==> src/rtl/hazard_ctrl_n.sv <==
// Pipeline hazard controller: per-latch enables/flushes and PC enable by fixed priority,
// with registered tracking of data-memory waits, multi-cycle load-use stalls and halt.
module hazard_ctrl_n #(
    parameter int NLATCH      = 4,
    parameter int REGW        = 5,
    parameter int LU_STALL    = 1,
    parameter int BR_FLUSH    = 2,
    parameter bit SHARED_PORT = 1'b1,
    parameter int CNTW        = 16
) (
    input  logic              CLK,
    input  logic              nRST,
    input  logic              ihit,
    input  logic              dhit,
    input  logic              mem_req,
    input  logic              halt,
    input  logic              jump,
    input  logic              branch_taken,
    input  logic              ex_memread,
    input  logic [REGW-1:0]   ex_rd,
    input  logic [REGW-1:0]   id_rs,
    input  logic [REGW-1:0]   id_rt,
    output logic              pc_en,
    output logic [NLATCH-1:0] en,
    output logic [NLATCH-1:0] flush,
    output logic              halted,
    output logic [CNTW-1:0]   stall_cnt,
    output logic [1:0]        dbg_state
);

    localparam int LUW = $clog2(LU_STALL + 1);

    typedef enum logic [1:0] {RUN = 2'd0, DWAIT = 2'd1, LUSTALL = 2'd2, HALTED = 2'd3} state_t;

    state_t           state, state_n;
    logic [LUW-1:0]   lu_cnt, lu_cnt_n;
    logic             lu_hit;

    // Priorities 2..7, shared by RUN/LUSTALL and by DWAIT on its completing cycle.
    logic              ev_pc_en;
    logic [NLATCH-1:0] ev_en, ev_flush;
    state_t            ev_state;
    logic [LUW-1:0]    ev_lu;
    logic              ev_higher;

    assign lu_hit    = ex_memread && (ex_rd != '0) && ((ex_rd == id_rs) || (ex_rd == id_rt));
    assign dbg_state = state;

    always_comb begin
        ev_pc_en  = 1'b1;
        ev_en     = '1;
        ev_flush  = '0;
        ev_state  = RUN;
        ev_lu     = lu_cnt;
        ev_higher = 1'b0;
        if (halt) begin
            ev_pc_en          = 1'b0;
            ev_en             = '0;
            ev_en[NLATCH-1]   = 1'b1;
            ev_state          = HALTED;
            ev_higher         = 1'b1;
        end else if (branch_taken) begin
            for (int i = 0; i < NLATCH; i++) begin
                if (i < BR_FLUSH) ev_flush[i] = 1'b1;
            end
            ev_lu     = '0;
            ev_higher = 1'b1;
        end else if (jump) begin
            ev_flush[0] = 1'b1;
            ev_lu       = '0;
            ev_higher   = 1'b1;
        end else if (state == LUSTALL || lu_hit) begin
            ev_pc_en    = 1'b0;
            ev_en[0]    = 1'b0;
            ev_flush[1] = 1'b1;
            if (state == LUSTALL) begin
                if (lu_cnt <= LUW'(1)) begin
                    ev_lu = '0;
                end else begin
                    ev_lu    = lu_cnt - LUW'(1);
                    ev_state = LUSTALL;
                end
            end else if (LU_STALL > 1) begin
                ev_lu    = LUW'(LU_STALL - 1);
                ev_state = LUSTALL;
            end
        end else if (!ihit) begin
            ev_pc_en    = 1'b0;
            ev_flush[0] = 1'b1;
        end
    end

    always_comb begin
        pc_en    = 1'b1;
        en       = '1;
        flush    = '0;
        state_n  = state;
        lu_cnt_n = lu_cnt;
        case (state)
            HALTED: begin
                pc_en = 1'b0;
                en    = '0;
            end
            DWAIT: begin
                if (!dhit) begin
                    pc_en = 1'b0;
                    en    = '0;
                end else begin
                    pc_en    = ev_pc_en;
                    en       = ev_en;
                    flush    = ev_flush;
                    flush[0] = ev_flush[0] | SHARED_PORT;
                    state_n  = ev_state;
                    lu_cnt_n = ev_lu;
                    // A load-use stall interrupted by the wait resumes where it left off.
                    if (lu_cnt != '0 && !ev_higher) begin
                        state_n  = LUSTALL;
                        lu_cnt_n = lu_cnt;
                    end
                end
            end
            default: begin
                if (mem_req && !dhit) begin
                    pc_en   = 1'b0;
                    en      = '0;
                    state_n = DWAIT;
                end else begin
                    pc_en    = ev_pc_en;
                    en       = ev_en;
                    flush    = ev_flush;
                    state_n  = ev_state;
                    lu_cnt_n = ev_lu;
                end
            end
        endcase
        if (!nRST) begin
            pc_en = 1'b0;
            en    = '0;
            flush = '1;
        end
    end

    always_ff @(posedge CLK or negedge nRST) begin
        if (!nRST) begin
            state     <= RUN;
            lu_cnt    <= '0;
            halted    <= 1'b0;
            stall_cnt <= '0;
        end else begin
            state  <= state_n;
            lu_cnt <= lu_cnt_n;
            if (state_n == HALTED) halted <= 1'b1;
            if (!pc_en && state != HALTED && stall_cnt != '1)
                stall_cnt <= stall_cnt + CNTW'(1);
        end
    end

endmodule

==> config.mk <==
export PLATFORM = sky130hd
export DESIGN_NAME = hazard_ctrl_n
export DESIGN_NICKNAME = d
export VERILOG_FILES = /design/src/rtl/hazard_ctrl_n.sv
export SDC_FILE = /design/constraint.sdc
export NUM_CORES = 1
export LEC_CHECK = 0
export CAP_MARGIN = 20
export CORE_MARGIN = 4
export CORE_UTILIZATION = 34
export CTS_BUF_LIST = sky130_fd_sc_hd__clkbuf_4
export CTS_CLUSTER_SIZE = 40
export DETAILED_ROUTE_END_ITERATION = 8
export PLACE_DENSITY_LB_ADDON = 0.3
export SYNTH_ARGS = -nofsm -noshare
export SYNTH_HDL_FRONTEND = slang
export SYNTH_SLANG_ARGS = --single-unit
==> constraint.sdc <==
create_clock -name CLK -period 2.25 [get_ports CLK]
set_input_delay 0.5625 -clock CLK [delete_from_list [all_inputs] [get_ports CLK]]
set_output_delay 0.5625 -clock CLK [all_outputs]
set_load 0.02 [all_outputs]
After elaboration in Yosys (flattened, before gate mapping):

Cells that the tools add are included.

* word-level logic and storage cells: 84
* output and inout port bits: 28
* bits of input ports: 24
* register bits after elaboration: 20

* bitwise logic cells: 1
* order comparisons: 1
* reduce and logical (&&, ||, !) cells: 13
* add/subtract/negate cells: 2
* equality and inequality tests: 11
* mux-type cells: 52

Operator list (count)
* 1-bit 2-to-1 mux: 29
* 2-bit 2-to-1 mux: 14
* 16-bit by 1-bit adder with 16-bit output, second input constant: 1
* 4-bit 2-to-1 mux: 4
* 16-bit != test, second input constant: 1
* 5-bit == test: 2
* 2-bit one-hot mux with 2 select lines: 2
* 4-bit one-hot mux with 2 select lines: 1
* 2-bit == test, second input constant: 3
* 1-bit logical AND: 6
* 2-bit != test, second input constant: 3
* 5-bit nonzero test: 1
* 1-bit one-hot mux with 2 select lines: 2
* 4-bit AND reduction: 1
* 1-bit logical NOT: 3
* 2-bit by 1-bit == test with 1-bit output, second input constant: 1
* 1-bit logical OR: 2
* 2-bit by 1-bit != test with 1-bit output, second input constant: 1
* 1-bit less-or-equal comparator, second input constant: 1
* 1-bit inverter: 1
* 1-bit subtractor, second input constant: 1

Depth between registers and ports, before layout:

Gate-level depths: netlist of the first run.

* depth after elaboration: 14
* gate-level depth with buffers: 7
* gate-level depth less buffers: 7

Worst setup path before layout of the first run:

No wires, ideal clock.

* kind: input-to-output
* start: in ex_rd[1]
* end: out pc_en
* arrival time: 1.961 ns
* stages on the path: 5
* slack: -0.274 ns
* path buffers: 0
* cells stage by stage: or4_1 > o21a_1 > a22o_1 > o21a_1 > nor2_1

* longest elaborated chain between the ends: 11

RTL lines
* from (decl): RTL line 20 `input logic [REGW-1:0] ex_rd,`
* 5-bit == test or 5-bit nonzero test (tied branches): RTL line 46 `assign lu_hit = ex_memread && (ex_rd != '0) && ((ex_rd == id_rs) || (ex_rd == id_rt));`
* 1-bit logical OR or 1-bit logical AND (tied branches): RTL line 46
* 1-bit logical AND (*): RTL line 46
* 1-bit logical OR (*): RTL line 72 `end else if (state == LUSTALL || lu_hit) begin`
* 1-bit 2-to-1 mux (*): RTL line 72
* 1-bit 2-to-1 mux (*): RTL line 68 `end else if (jump) begin`
* 1-bit 2-to-1 mux (*): RTL line 62 `end else if (branch_taken) begin`
* 1-bit 2-to-1 mux (*): RTL line 56 `if (halt) begin`
* 1-bit 2-to-1 mux, on equally long branches: RTL line 123, 105
* 1-bit one-hot mux with 2 select lines (*): RTL line 99 `case (state)`
* 1-bit 2-to-1 mux (*): RTL line 136 `if (!nRST) begin`
* to (decl): RTL line 23 `output logic pc_en,`

Every way passes the cells marked *; elsewhere a longest branch is shown, timed or not.

Worst setup path after layout of the first run:

* start: in ex_rd[2]
* end: out flush[1]

* longest elaborated chain between the ends: 11

RTL lines
* 5-bit == test or 5-bit nonzero test (tied branches): RTL line 46
* 1-bit logical OR or 1-bit logical AND (tied branches): RTL line 46
* 1-bit logical AND (*): RTL line 46
* 1-bit logical OR (*): RTL line 72
* 1-bit 2-to-1 mux (*): RTL line 72
* 1-bit 2-to-1 mux (*): RTL line 68
* 2-bit 2-to-1 mux (*): RTL line 62
* 2-bit 2-to-1 mux (*): RTL line 56
* 2-bit 2-to-1 mux, on equally long branches: RTL line 123, 105
* 2-bit one-hot mux with 2 select lines (*): RTL line 99
* 4-bit 2-to-1 mux (*): RTL line 136
* to (decl): RTL line 25 `output logic [NLATCH-1:0] flush,`

Marks and branches as above.

==> impl_metrics.ini, run 1 <==
[sta]
period_share_pct = 117.3
max_freq_mhz = 378.9
max_slew_margin_pct = 77.87
tns_ps = -1310
tightest_slew_ps = 330.7
rsz0062_at_grt = true
finalCriticalPeriod_ps = 2639
finalWorstSetupSlack_ps = -389.1
finalHoldViolCount = 0
final-setup-viol-count = 4
slew_violations = 0
clock_skew_ps = 1.322

[outcome]
violations = setup timing
status = complete, but fails checks

[worst_setup_path]
crit_arrival_ps = 2080
slowest_stage = or4_4
critPathLaunchType = input port
criticalPathCategory = input port to output port
path_cells = buf_6 -> or4_4 -> o21a_1 -> a22o_4 -> buf_6 -> a21oi_2 -> o21ai_2 -> buf_6
required_ps = 1690
cpMostUsedCell = buf_6
path_max_fanout = 4
endpoint_kind = output port
slowest_delay_ps = 510

[synth]
synth_edf_count = 0
yosysTopAreaCell = dfrtp_1
netlist.area_leader.share_pct = 38.93
ys.flop_type = dfrtp_1
synth-seq-area-share_pct = 38.93
synth_cell_types = 34
synth_nets = 157
yosys-top-cells-area = dfrtp_1 (39%), xor2_1 (9.3%), xnor2_1 (7.2%), nand2_1 (4.6%), nor2_1 (4.0%)
postSynthAreaPerCell_um2 = 9.251
netlist_area_um2 = 1221
yosysMostFrequentCell = dfrtp_1
ys_ff_latch = 19
yosysWarnings = 0
synth_common_cells = dfrtp_1 (19), nand2_1 (15), nor2_1 (13), xor2_1 (13), xnor2_1 (10)
synth_cells = 132
ys_async_sr_fraction_pct = 100.0

[floorplanning]
initial_core_util_pct = 36.03
rows = 21
die_y_um = 67.93
core_um2 = 3390
fp.dieW_um = 67.93
ioPinCount = 52
die_area_um2 = 4614

[power_and_ir_drop]
leakagePower_nw = 0.9316
power_density_nw_per_um2 = 845.3
ir_worst_vdd_mv = 0.3621

[place]
hpwlAfterDp_mm = 2.526
gp_congestion = 0.8345
place_area_um2 = 1927
io_buffers = 51

[clock_network]
cts.sinks = 19
root_buffer = clkbuf_4
insertion_delay_ps = 300
cts_hold_buf = 0
cts_max_path_buffers = 2
cts_buffers = 3
cts_max_level = 1
path_clk_slew_ps = 110
cts_tree = done

[route]
drc = 0
first_pass_iters = 4
vias = 1238
routedWlPerCell_um = 13.89
drt_iter0_drc = 51
viasPerCell = 4.855
drt-total-wl_mm = 3.543
ant_nets = 0

[grt]
grt.total_usage_pct = 15.79
grt.met3_usage_pct = 3.941
grt_overflow = 0
grt-busiest-layer = met2
grt_util_met2_pct = 27.80
grt_use_met1_pct = 18.39
antenna_found_initial = 0
grt_pass1_vias = 1266
grt_start_max_net_pins = 20
grt_pass1_wl_mm = 5.575

[layout]
fin_area_um2 = 2090
drive_above_1_share_pct = 32.54
fin_nets = 235
area_growth_pct = 71.11
num_antenna_cells = 0
fill_cells = 295

[run]
cap_violations = 0

[hold_path]
hold_class = flop to flop
power breakdown:
group	total, W	internal [W]	switching, W
combinational	0.000963	0.000478	0.000485
sequential	0.000612	0.000460	0.000152
clock	0.000191	0.0000811	0.000110
total	0.00177	0.00102	0.000747
cell families after synthesis:
logic type | synth area share [%]
multiplexers | 3.688
AND/OR/NAND/NOR | 23.05
adder cells (fa/ha/maj) | 1.024
flip-flops | 38.93
buffers and inverters | 5.020
AO/OA/AOI/OAI | 11.78
XOR/XNOR | 16.50
routing by layer:
| metal | up-vias | wire length, µm |
|---|---|---|
| met5 | - | 0 |
| met4 | 0 | 48 |
| met3 | 4 | 153 |
| met2 | 34 | 1847 |
| met1 | 594 | 1493 |
| li1 | 606 | - |
cell usage in the layout (no fill, tap or decap), types with 3 or more instances in the layout:
master and instances:
mux2_4 3, nor2_1 11, dlymetal6s2s_1 3, and3_1 3
nor3_1 5, clkdlybuf4s50_1 22, xnor2_1 7, buf_4 27
nand4_1 4, dfrtp_1 19, xnor2_2 3, xor2_1 13
buf_6 8, clkbuf_4 4, nand3_1 6, nand2_1 14
inv_1 6, dlygate4sd2_1 13, clkdlybuf4s15_1 3
state kept, by name, indices dropped and copies added (netlist names):
signal,cells
halted,1
dbg_state,2
stall_cnt,16
area by class of cell:
type | instances | area, µm² | area share [%]
Timing Repair Buffer | 77 | 699.4 | 33.47
Sequential cell | 19 | 475.5 | 22.75
Multi-Input combinational cell | 101 | 797.0 | 38.14
Clock buffer | 4 | 30.03 | 1.437
Inverter | 8 | 30.03 | 1.437
Tap cell | 46 | 57.56 | 2.754
worst paths after layout:
kind                            slack, ps  cells past startpoint             to         start
worst max-delay path                 -390                      8       flush[1]      ex_rd[2]
worst max register to register        200                      7  stall_cnt[14]  dbg_state[1]
worst min-delay path                  480                      1         halted        halted
max in group asynchronous            1520                      2   stall_cnt[1]          nRST
min in group asynchronous             530                      2   stall_cnt[9]          nRST
worst min register to register        480                      1         halted        halted
critical path, delay by kind of cell:
family / cells / cell delay (ps)
AO/OA/AOI/OAI: 4 / 670
buffers and inverters: 3 / 330
AND/OR/NAND/NOR: 1 / 510
repair_timing:
item                                    CTS  global route
pin swaps                                25             9
cloned                                    0             0
endpoints found under the setup margin   23            14
resized for setup                        79            17
setup buffers                             4             1
through the flow:
step / hold WS, ps / cells / power, W / setup slack [ps] / utilization [%]
after floorplan: 266.9 / 132 / 0.001071 / -195.2 / -
after detailed placement: 460.5 / 246 / 0.001521 / -1119 / 56.85
after global placement: 456.0 / 246 / 0.001494 / -1120 / 56.85
final: 481.1 / 255 / 0.001766 / -389.1 / 61.65
after CTS: 484.9 / 254 / 0.001722 / -385.1 / 59.25
after global routing: 496.3 / 255 / 0.001881 / -423.3 / 61.65
Power figures use the tool's default switching activity.
==> inputs of run 2 (changes only) <==
--- a/config.mk
+++ b/config.mk
@@ -6,9 +6,11 @@
 export NUM_CORES = 1
 export LEC_CHECK = 0
 export CAP_MARGIN = 20
+export CORE_ASPECT_RATIO = 0.8
 export CORE_MARGIN = 4
 export CORE_UTILIZATION = 34
 export CTS_BUF_LIST = sky130_fd_sc_hd__clkbuf_4
+export CTS_CLUSTER_DIAMETER = 200
 export CTS_CLUSTER_SIZE = 40
 export DETAILED_ROUTE_END_ITERATION = 8
 export PLACE_DENSITY_LB_ADDON = 0.3
==> run 2 against run 1 <==
  * The flow still finishes with violations (setup timing)
  * Clock power about the same
  * Sequential power grew 2%
  * Register-to-register slack worse by 30 ps
  * Design area increased by 6.8%
  * Critical endpoint unchanged
  * Highest routed layer unchanged
  * Critical path depth is the same
  * Via count is 3.6% higher
==> impl_metrics.ini, run 2 (synthesis gave the netlist of run 1 again) <==
[outcome]
status = complete, but fails checks
violations = setup timing

[floorplanning]
rows = 19
core_um2 = 3447
ioPinCount = 52
die_y_um = 61.61
fp.dieW_um = 75.01
initial_core_util_pct = 35.43
die_area_um2 = 4621

[route]
drt_iter0_drc = 39
ant_nets = 0
first_pass_iters = 4
routedWlPerCell_um = 15.24
drt-total-wl_mm = 3.887
vias = 1283
drc = 0
viasPerCell = 5.031

[worst_setup_path]
crit_arrival_ps = 2090
cp_top_family = compound AO/OA/AOI/OAI gates
critPathLaunchType = input port
required_ps = 1690
worstReg2RegStart = stall_cnt[6]
slowest_delay_ps = 530
crit_start = ex_rd[3]
slowest_stage = or4_4
endpoint_kind = output port
cpMostUsedCell = buf_6
critPathBufInv = 3
path_max_fanout = 3
criticalPathCategory = input port to output port
path_cells = buf_6 -> or4_4 -> o21a_1 -> a22o_1 -> buf_6 -> a21oi_4 -> o21ai_2 -> buf_6

[layout]
ff_latch_area_um2 = 475.5
top_register = stall_cnt
multi_input_area_um2 = 888.4
fill_cells = 257
fin_cells = 255
finish.utilization_pct = 64.76
fin_nets = 239
num_antenna_cells = 0
largest_register_ffs = 16
area_growth_pct = 82.79
drive_above_1_share_pct = 38.97
layout_commonest_cell = buf_4
mostFrequentLayoutCells = buf_4 (26), clkdlybuf4s50_1 (24), dfrtp_1 (19)

[clock_network]
root_buffer = clkbuf_4
cts_max_path_buffers = 2
cts_max_level = 1
cts.sinks = 19
path_clk_slew_ps = 100
cts_buffers = 3
insertion_delay_ps = 300
cts_tree = done

[grt]
grt_overflow = 0
grt_pass1_vias = 1277
antenna_found_initial = 0
grt.total_usage_pct = 16.91
grt_start_max_net_pins = 17
grt_pass1_wl_mm = 6.016

[hold_path]
hold_class = flop to flop
holdCritStartpoint = halted

[sta]
final-setup-viol-count = 7
clock_skew_ps = 5.995
max_freq_mhz = 377.6
max_slew_margin_pct = 78.58
slew_violations = 0
finalWorstSetupSlack_ps = -398.6
finalCriticalPeriod_ps = 2649
tightest_slew_ps = 320.2
finalHoldViolCount = 0
rsz0062_at_grt = true
period_share_pct = 117.7

[place]
gp_congestion = 0.7616
placed_cells = 241
io_buffers = 51
hpwlAfterDp_mm = 2.679

[run]
cap_violations = 0

[power_and_ir_drop]
leakagePower_nw = 0.9688
ir_worst_vdd_mv = 0.5266
power_density_nw_per_um2 = 841.0
[run 2: final timing paths]
path,endpoint,slack (ps),depth (start not counted)
setup / recovery,flush[1],-400,8
hold / removal,halted,480,1
setup reg to reg,stall_cnt[1],170,7
hold reg to reg,halted,480,1
max in group asynchronous,stall_cnt[9],1310,2
min in group asynchronous,halted,690,2
[run 2: metal layers]
metal | track usage, % | wire [µm]
met5 | 0 | 0
met4 | 2.792 | 26
met3 | 3.752 | 153
met2 | 29.78 | 2138
met1 | 21.70 | 1568
[run 2: layout make-up]
cell class	instances	area share [%]
clock buffers	4	1.345
inverters	8	1.345
multi-input cells	101	39.80
flip-flops and latches	19	21.30
well taps	42	2.354
repair buffers	81	33.86
[run 2: timing repair]
| item | CTS | global route |
|---|---|---|
| resized for setup | 95 | 36 |
| buffers inserted | 11 | 3 |
| cloned | 0 | 0 |
| setup endpoints to repair | 25 | 23 |
| pin swaps | 27 | 25 |
| hold buffers | 0 | 0 |
[run 2: through the flow]
| stage | power (W) | TNS [ps] | setup slack [ps] | cell area [µm²] | hold slack, ps |
|---|---|---|---|---|---|
| 2_1_floorplan | 0.001071 | -654.7 | -195.2 | 1232 | 266.9 |
| 3_5_place_dp | 0.001514 | -13500 | -1162 | 1914 | 464.7 |
| 4_1_cts | 0.001803 | -3785 | -376.9 | 2127 | 487.8 |
| 5_1_grt | 0.001998 | -2007 | -434.2 | 2232 | 522.5 |
| 6_report | 0.001877 | -1513 | -398.6 | 2232 | 480.4 |
| 3_3_place_gp | 0.001487 | -12160 | -1113 | 1914 | 451.2 |
[run 2: where the power goes]
part	internal [W]	total, W	switching (W)
clock network	0.0000811	0.000188	0.000106
registers	0.000460	0.000622	0.000162
logic	0.000528	0.00107	0.000540
total	0.00107	0.00188	0.000808
[run 2: worst register-to-register path, cell delays in order (launching register included)]
cell,delay (ps)
dfrtp_1,470
nand4_1,260
nor2_1,310
nand2_1,200
nor2_1,140
buf_4,250
nor2_4,60
mux2_4,300
==> inputs of run 3 (changes only) <==
--- a/config.mk
+++ b/config.mk
@@ -11,9 +11,9 @@
 export CORE_UTILIZATION = 34
 export CTS_BUF_LIST = sky130_fd_sc_hd__clkbuf_4
 export CTS_CLUSTER_DIAMETER = 200
-export CTS_CLUSTER_SIZE = 40
 export DETAILED_ROUTE_END_ITERATION = 8
 export PLACE_DENSITY_LB_ADDON = 0.3
+export SETUP_SLACK_MARGIN = 0.05
 export SYNTH_ARGS = -nofsm -noshare
 export SYNTH_HDL_FRONTEND = slang
 export SYNTH_SLANG_ARGS = --single-unit
==> run 3 against run 2 <==
  * The run still ends with setup timing left
  * Non-clock buffer count down 2
  * Maximum frequency up 0.77%
  * Combinational power down 5%
  * Utilization down 2.5 points
  * Via count down 2.9%
  * Routed wire length down 4.2%
  * Count of clock-buffer cells in the layout unchanged
  * Sequential share of layout area up 0.84 points
  * Critical endpoint is now flush[0]
  * Highest routed layer unchanged
==> impl_metrics.ini, run 3 (synthesis gave the netlist of run 1 again) <==
[grt]
grt.total_usage_pct = 17.37
grt_pass1_wl_mm = 6.168
grt_start_max_net_pins = 17
antenna_found_initial = 0
grt_pass1_vias = 1290
grt_overflow = 0

[sta]
tightest_slew_ps = 319.5
max_freq_mhz = 380.5
final-setup-viol-count = 4
max_slew_margin_pct = 78.62
period_share_pct = 116.8
finalHoldViolCount = 0
rsz0062_at_grt = true
clock_skew_ps = 5.635
finalCriticalPeriod_ps = 2628
slew_violations = 0
finalWorstSetupSlack_ps = -378.3

[clock_network]
cts_max_path_buffers = 2
cts_hold_buf = 0
insertion_delay_ps = 300
path_clk_slew_ps = 100
cts_buffers = 3
cts.sinks = 19
root_buffer = clkbuf_4
cts_tree = done
cts_max_level = 1

[layout]
fill_cells = 264
largest_register_ffs = 16
ff_latch_area_um2 = 475.5
mostFrequentLayoutCells = buf_4 (25), clkdlybuf4s50_1 (22), dfrtp_1 (19)
fin_cells = 253
finish.utilization_pct = 62.29
area_growth_pct = 75.82
fin_nets = 237
top_register = stall_cnt
drive_above_1_share_pct = 35.55
layout_commonest_cell = buf_4
multi_input_area_um2 = 828.3
num_antenna_cells = 0

[floorplanning]
initial_core_util_pct = 35.43
die_area_um2 = 4621
fp.dieW_um = 75.01
die_y_um = 61.61
core_um2 = 3447
ioPinCount = 52
rows = 19

[route]
drc = 0
ant_nets = 0
drt_iter0_drc = 40
vias = 1246
routedWlPerCell_um = 14.71
viasPerCell = 4.925
first_pass_iters = 4
drt-total-wl_mm = 3.722

[power_and_ir_drop]
ir_worst_vdd_mv = 0.5033
clkPwrFrac_pct = 10.2
swShare_pct = 42.59
leakagePower_nw = 0.9408
intPower_w = 0.001046
switchingPower_w = 0.0007763
p_comb_share_pct = 55.8
p_seq_share_pct = 34.0
power_density_nw_per_um2 = 849.0

[hold_path]
hold_class = input port to asynchronous set/reset pin

[run]
cap_violations = 0

[worst_setup_path]
crit_start = ex_rd[3]
path_max_fanout = 3
reg2reg_depth = 8
reg2reg_setup_slack_ps = 240
required_ps = 1690
criticalPathCategory = input port to output port
critPathLaunchType = input port
endpoint_kind = output port
worstReg2RegStart = stall_cnt[0]
crit_arrival_ps = 2070

[place]
hpwlAfterDp_mm = 2.679
dp_slack_ps = -1162
placed_cells = 241
io_buffers = 51
gp_congestion = 0.7616

[outcome]
status = complete, but fails checks
violations = setup timing
==> run 3: final cells by class <==
class | count | share of cell area, %
multi-input cells | 101 | 38.58
repair buffers | 79 | 34.03
flip-flops and latches | 19 | 22.14
inverters | 8 | 1.399
clock buffers | 4 | 1.399
well taps | 42 | 2.448
==> run 3: path summary, 6_finish.rpt <==
kind | end
max in group asynchronous | stall_cnt[9]
min in group CLK | halted
max reg2reg | stall_cnt[5]
max | flush[0]
min reg2reg | halted
min | halted
==> run 3: through the flow <==
stage	hold WS, ps	total power (W)	setup TNS (ps)	area [µm²]
detailed placement	464.7	0.001514	-13500	1914
floorplan	266.9	0.001071	-654.7	1232
finish	408.5	0.001823	-1467	2147
global route	424.2	0.001942	-1655	2147
CTS	422.9	0.001809	-3785	2152
global placement	451.2	0.001487	-12160	1914
==> run 3: power by group through the flow <==
stage          clock (W)  sequential, W  combinational (W)
2_1_floorplan          0       0.000739           0.000333
3_3_place_gp           0       0.000612           0.000875
3_5_place_dp           0       0.000620           0.000894
4_1_cts         0.000187       0.000617            0.00100
5_1_grt         0.000206       0.000640            0.00110
6_report        0.000187       0.000619            0.00102
==> run 3: timing repair <==
item                       4_1_cts  5_1_grt
setup endpoints to repair       25       24
gates resized for setup         99       16
pin swaps                       27       21
setup buffers                   12        1
==> run 3: metal layers <==
layer | wire (µm) | track usage, % | vias up
met4 | 5 | 1.777 | 0
met5 | 0 | 0 | -
met3 | 138 | 3.752 | 2
met1 | 1604 | 22.42 | 601
met2 | 1973 | 31.02 | 26
li1 | - | - | 617
==> run 3: critical path: stages <==
cell and delay, ps:
buf_6 90, or4_4 530, o21a_1 200, a22o_1 230
o21ai_1 160, a221o_1 170, buf_6 120
